### config.mk
export PLATFORM = sky130hd
export DESIGN_NAME = ifetch_unit
export DESIGN_NICKNAME = d
export VERILOG_FILES = /design/src/rtl/ifetch_unit_pkg.sv /design/src/rtl/ifetch_unit_next_pc_sel.sv /design/src/rtl/ifetch_unit.sv
export SDC_FILE = /design/constraint.sdc
export NUM_CORES = 1
export LEC_CHECK = 0
export ABC_AREA = 0
export BUFFER_PORTS_ARGS = -buffer_cell sky130_fd_sc_hd__buf_2
export CORE_MARGIN = 3
export CORE_UTILIZATION = 25
export DETAILED_ROUTE_END_ITERATION = 16
export HOLD_SLACK_MARGIN = 0.15
export MAX_ROUTING_LAYER = met4
export SLEW_MARGIN = 10
export SYNTH_ARGS = -nofsm -noshare
export SYNTH_HDL_FRONTEND = slang
export SYNTH_SLANG_ARGS = --single-unit
### constraint.sdc
create_clock -name clk -period 8.2 [get_ports clk]
set_clock_uncertainty 0.1 [all_clocks]
set_input_delay 0.41 -clock clk [delete_from_list [all_inputs] [get_ports clk]]
set_output_delay 0.41 -clock clk [all_outputs]
set_load 0.02 [all_outputs]
### src/rtl/ifetch_unit_pkg.sv
// Shared definitions for the instruction fetch / next-PC stage: FSM state encoding,
// reset defaults and the control bundle handed to the next-PC selector.
package ifetch_unit_pkg;

  typedef enum logic [1:0] {
    ST_FETCH = 2'd0,
    ST_EXEC  = 2'd1,
    ST_HALT  = 2'd2
  } fetch_state_e;

  localparam logic [31:0] RESET_PC_DEFAULT    = 32'h0000_0000;
  localparam logic [5:0]  HALT_OPCODE_DEFAULT = 6'h11;

  // Branch/jump decode plus the datapath flags that qualify the branches.
  typedef struct packed {
    logic jump_reg;
    logic jump;
    logic branch_z;
    logic branch_nz;
    logic z_flag;
    logic nz_flag;
  } pc_ctrl_t;

  function automatic logic [31:0] sext26(input logic [25:0] offset);
    return {{6{offset[25]}}, offset};
  endfunction

endpackage

### src/rtl/ifetch_unit_next_pc_sel.sv
// Next-PC selection: sequential, jump, register and branch targets resolved by
// fixed priority, result forced word-aligned.
module ifetch_unit_next_pc_sel
  import ifetch_unit_pkg::*;
(
  input  logic [31:0] pc_plus4,
  input  logic [25:0] jump_offset,
  input  logic [31:0] reg_target,
  input  logic [31:0] branch_offset,
  input  pc_ctrl_t    ctrl,
  output logic [31:0] next_pc
);

  logic [31:0] jump_target;
  logic [31:0] branch_target;
  logic        branch_taken;
  logic [31:0] target;

  // All adds are modulo 2^32; the carry-out simply falls off.
  assign jump_target   = pc_plus4 + sext26(jump_offset);
  assign branch_target = pc_plus4 + branch_offset;
  assign branch_taken  = (ctrl.branch_z && ctrl.z_flag) || (ctrl.branch_nz && ctrl.nz_flag);

  // NOTE: default assigned first so every path drives target and no latch is inferred.
  always_comb begin
    target = pc_plus4;
    if (ctrl.jump_reg)  target = reg_target;
    else if (ctrl.jump) target = jump_target;
    else if (branch_taken) target = branch_target;
  end

  // Misaligned targets are silently truncated to a word boundary.
  assign next_pc = target & ~32'h0000_0003;

endmodule

### src/rtl/ifetch_unit.sv
// Instruction fetch stage: PC/instruction registers, FETCH/EXEC/HALT sequencing and the
// instruction-memory request/ready handshake.
module ifetch_unit
  import ifetch_unit_pkg::*;
#(
  parameter logic [31:0] RESET_PC    = RESET_PC_DEFAULT,
  parameter logic [5:0]  HALT_OPCODE = HALT_OPCODE_DEFAULT
) (
  input  logic        clk,
  input  logic        reset,
  output logic [31:0] imemAddr,
  output logic        imemReq,
  input  logic [31:0] imemRdata,
  input  logic        imemReady,
  input  logic        branchZ,
  input  logic        branchNZ,
  input  logic        jump,
  input  logic        jumpReg,
  input  logic        zFlag,
  input  logic        nzFlag,
  input  logic [31:0] extendedImm,
  input  logic [31:0] registerS1,
  output logic [31:0] instr,
  output logic        instrValid,
  output logic [31:0] pcPlus4,
  output logic        endProgram
);

  fetch_state_e state, state_next;
  logic [31:0]  pc;
  logic [31:0]  next_pc;
  logic         accept;
  pc_ctrl_t     ctrl;

  assign accept  = (state == ST_FETCH) && imemReady;
  assign pcPlus4 = pc + 32'd4;
  assign imemAddr = pc;

  assign ctrl = '{jump_reg:  jumpReg,
                  jump:      jump,
                  branch_z:  branchZ,
                  branch_nz: branchNZ,
                  z_flag:    zFlag,
                  nz_flag:   nzFlag};

  ifetch_unit_next_pc_sel u_next_pc_sel (
    .pc_plus4      (pcPlus4),
    .jump_offset   (instr[25:0]),
    .reg_target    (registerS1),
    .branch_offset (extendedImm),
    .ctrl          (ctrl),
    .next_pc       (next_pc)
  );

  // NOTE: sequential state uses non-blocking assignments so every register samples pre-edge values.
  always_ff @(posedge clk or negedge reset) begin
    if (!reset) state <= ST_FETCH;
    else        state <= state_next;
  end

  always_comb begin
    state_next = state;
    imemReq    = 1'b0;
    instrValid = 1'b0;
    endProgram = 1'b0;
    case (state)
      ST_FETCH: begin
        // Gated by reset so an outstanding request vanishes the moment reset asserts.
        imemReq = reset;
        if (imemReady)
          state_next = (imemRdata[31:26] == HALT_OPCODE) ? ST_HALT : ST_EXEC;
      end
      ST_EXEC: begin
        instrValid = 1'b1;
        state_next = ST_FETCH;
      end
      ST_HALT: begin
        endProgram = 1'b1;
      end
      default: state_next = ST_FETCH;
    endcase
  end

  always_ff @(posedge clk or negedge reset) begin
    if (!reset) begin
      pc    <= RESET_PC;
      instr <= '0;
    end else begin
      if (accept)            instr <= imemRdata;
      if (state == ST_EXEC)  pc    <= next_pc;
    end
  end

endmodule

==> impl_results.md <==
- Status: finished clean
- Clock Latency Late Sink: 0.35 ns
- Distinct cells, synth: between 60 and 70
- Post-route DRC: 0
- Worst-margin pin slew: 0.941 ns
- Setup bufs post-CTS: 0
- Global-route wire length before repair: roughly 41 mm
- Cell area after synthesis: 7120 um^2
- F_max: 211 MHz
- Seq/Total Area, Yosys: between 20% and 30%
- Site row count: 61
- P_leak: 4.10 nW
- CP Capture Type: flop
- Max incr delay on CP: 0.52 ns
- Initial Util: 25.5%
- R2r setup slk: between 3 and 4 ns
- Buffers on Ports: between 150 and 200
- Worst EP arrival: 4.87 ns
- Final Total Pwr: ~0.0026 W
- Crit Path Max Fanout: 7
- Die ar.: 30,600 um^2
- Clk slew on worst S/H paths: roughly 0.060 ns
- Via Count: 7,588
- Slowest CP cell: nor2b_1
- Post-layout util: 31.5%
- Remaining Overflow, GRT: 0
- DPL Wire Length: 21.6 mm
- Fillers: 3,040
- Hold buffers post-CTS: 1
- Syn Area/Cell: 8.09 um^2
- Resize count post-CTS: 0
- Tightest Hold Check Type: in2reg
- Synth Flop Type: dfrtp_1
- VDD IR max: 0.117 mV
- Clock sink count: between 60 and 70
- Worst slew margin: 37.3%
- WL/cell: 18.6 um
- Synth top cells by count: a21oi_1 (85), nand2_1 (77), ha_1 (65)
- Synth Register Bits: between 60 and 70
- Depth of the worst hold-timing path: 2
- TNS Setup: 0 ns
- Nets: 1,230
- CP Cell Sequence: and4_1, nor2b_1, and2_1, nand2_1, xnor2_1, ha_1, and3_1, nor4b_1, o311ai_1, a21oi_1, o211ai_1, a211o_1, a31oi_1, o21ba_2
- Via density per instance: ~5.3
- Fin crit period: approximately 4.7 ns
- R2r worst-path depth: 14
- Asr flop ratio synth: 100%
- CTS Buf Count: 9
- RePlAce Congestion: 0.924
- Worst Path Required: about 8.3 ns
- Area of the multi-input gates: 5300 um^2
- WL final: between 20 and 30 mm
- Final hold vios: 0
- P&R area growth vs syn: 23.5%
- Synth Instances: 881
- Startpoint Class: flop
- GRT Total Usage: 17.4%
- Largest net degree at the start of global routing: 47
- Most frequent cell after synthesis: a21oi_1
- CP Class: reg2reg
- H-tree depth: 3
- Vias in the first global route: between 7,000 and 8,000
- Final period util: between 50% and 60%
- Area leader, netlist: dfrtp_1
- Register area: 1600 um^2
- HP Start: imemRdata[1]
- Die height: 175 um
- RR Startpoint: imemAddr[4]
- Fin. max-slew vios: 0
- Critical path startpoint: imemAddr[4]
- Pre-antenna DRT Iters: 5
- Root buffer cell: clkbuf_16
- Longest Clk Path Bufs: 2
- Layout cell share with drive strength beyond 1: 24.9%
- Initial antenna violation count: 1
- DIE WIDTH: 175 um
- Yosys warns: 0
- Hold EP: instr[1]
- Num ports: 204
- Pwr dens: 295 nW/um^2
- Iteration-0 DRC count of the detailed router: 530
- Core area: 27,900 um^2
- Final setup viols: 0
- RSZ-0062 raised after global routing: false
- Synth top area share: between 20% and 30%
- CTS tree: done
- Max cap viols: 0
- Number of synthesized flops with an enable pin: 0
- Reg2reg end: imemAddr[29]
- Largest cells by area after synthesis: dfrtp_1 (22%), ha_1 (11%), a21oi_1 (6.0%), xnor2_1 (5.3%), mux2_2 (5.2%)
- ANT nets after route: 0
==> cell type report <==
class                      instances  area share (%)
antenna                            1          0.0284
clock buffer                      10            2.72
clock inverter                     6           0.768
inverter                          17           0.725
multi-input combinational        762            60.3
sequential                        64            18.2
tap                              378            5.38
timing repair buffer             204            11.9
==> cell families after synthesis <==
group / Yosys count / synth area share [%]
buffers and inverters: 58 / 3.32
XOR/XNOR: 55 / 6.97
AO/OA/AOI/OAI: 311 / 29.0
AND/OR/NAND/NOR: 285 / 20.0
adder cells (fa/ha/maj): 67 / 12.0
multiplexers: 40 / 6.20
flip-flops: 64 / 22.5
other: 1 / 0.0526
==> registers in the layout (all words and copies together), names as in the netlist <==
register,cells
imemAddr,30
instr,32
state,2
==> worst max path at each step <==
stage                   end  cells past startpoint
6_report       imemAddr[29]                     14
5_1_grt        imemAddr[19]                     14
4_1_cts        imemAddr[30]                     13
3_5_place_dp   imemAddr[29]                     14
3_3_place_gp   imemAddr[29]                     14
2_1_floorplan  imemAddr[31]                     14
==> stage by stage <==
step | setup WS (ns) | hold WS (ns) | std cells | cell area (um^2)
2_1_floorplan | 3.96 | 0.0144 | 884 | 7130
3_3_place_gp | 3.57 | 0.228 | 1424 | 8480
3_5_place_dp | 3.51 | 0.225 | 1424 | 8480
4_1_cts | 3.48 | 0.179 | 1441 | 8790
5_1_grt | 2.94 | 0.190 | 1442 | 8800
6_report | 3.46 | 0.190 | 1442 | 8800
==> metal layers <==
layer / global-route usage (%) / up-vias / part of all wire (%)
li1: - / 3700 / -
met1: 23.2 / 3603 / 47
met5: - / - / 0
met2: 27.4 / 247 / 45
met3: 2.59 / 38 / 5.8
met4: 5.45 / 0 / 2.5
==> worst max-delay path, delay by kind of cell, from the launching register on <==
kind                       cells  cell delay (ns)
and+or+nand+nor                6             1.68
AOI/OAI and AO/OA              6             1.61
DFF                            1             0.46
xor gates and xnor gates       1             0.46
adders and majority gates      1             0.31
==> layout by cell type, fill, tap and decap left out, types with 5 or more instances in the layout <==
cell type  instances
buf_2            194
a21oi_1           85
nand2_1           77
ha_1              65
dfrtp_1           64
o21ai_0           59
nor2_1            56
xnor2_1           43
a21o_1            43
mux2_2            33
nand3_1           31
and3_1            25
nor3_1            23
a211oi_1          20
nand4_1           18
inv_1             16
a31oi_1           12
and2_1            11
xor2_1            11
nand2b_1          10
o21a_1            10
clkbuf_16          9
buf_4              9
o21bai_1           7
mux2i_1            7
o211ai_1           7
and4_1             6
a211o_1            6
or3_1              6
nor2b_1            5
o22ai_1            5
or4_1              5
o2111a_1           5
==> report_power, final <==
part / switching [W] / internal, W / total (W)
Combinational: 0.00104 / 0.000663 / 0.00170
Sequential: 0.000103 / 0.000387 / 0.000490
Clock: 0.000160 / 0.000245 / 0.000404
Note: power is estimated with default switching activity, not from simulation.
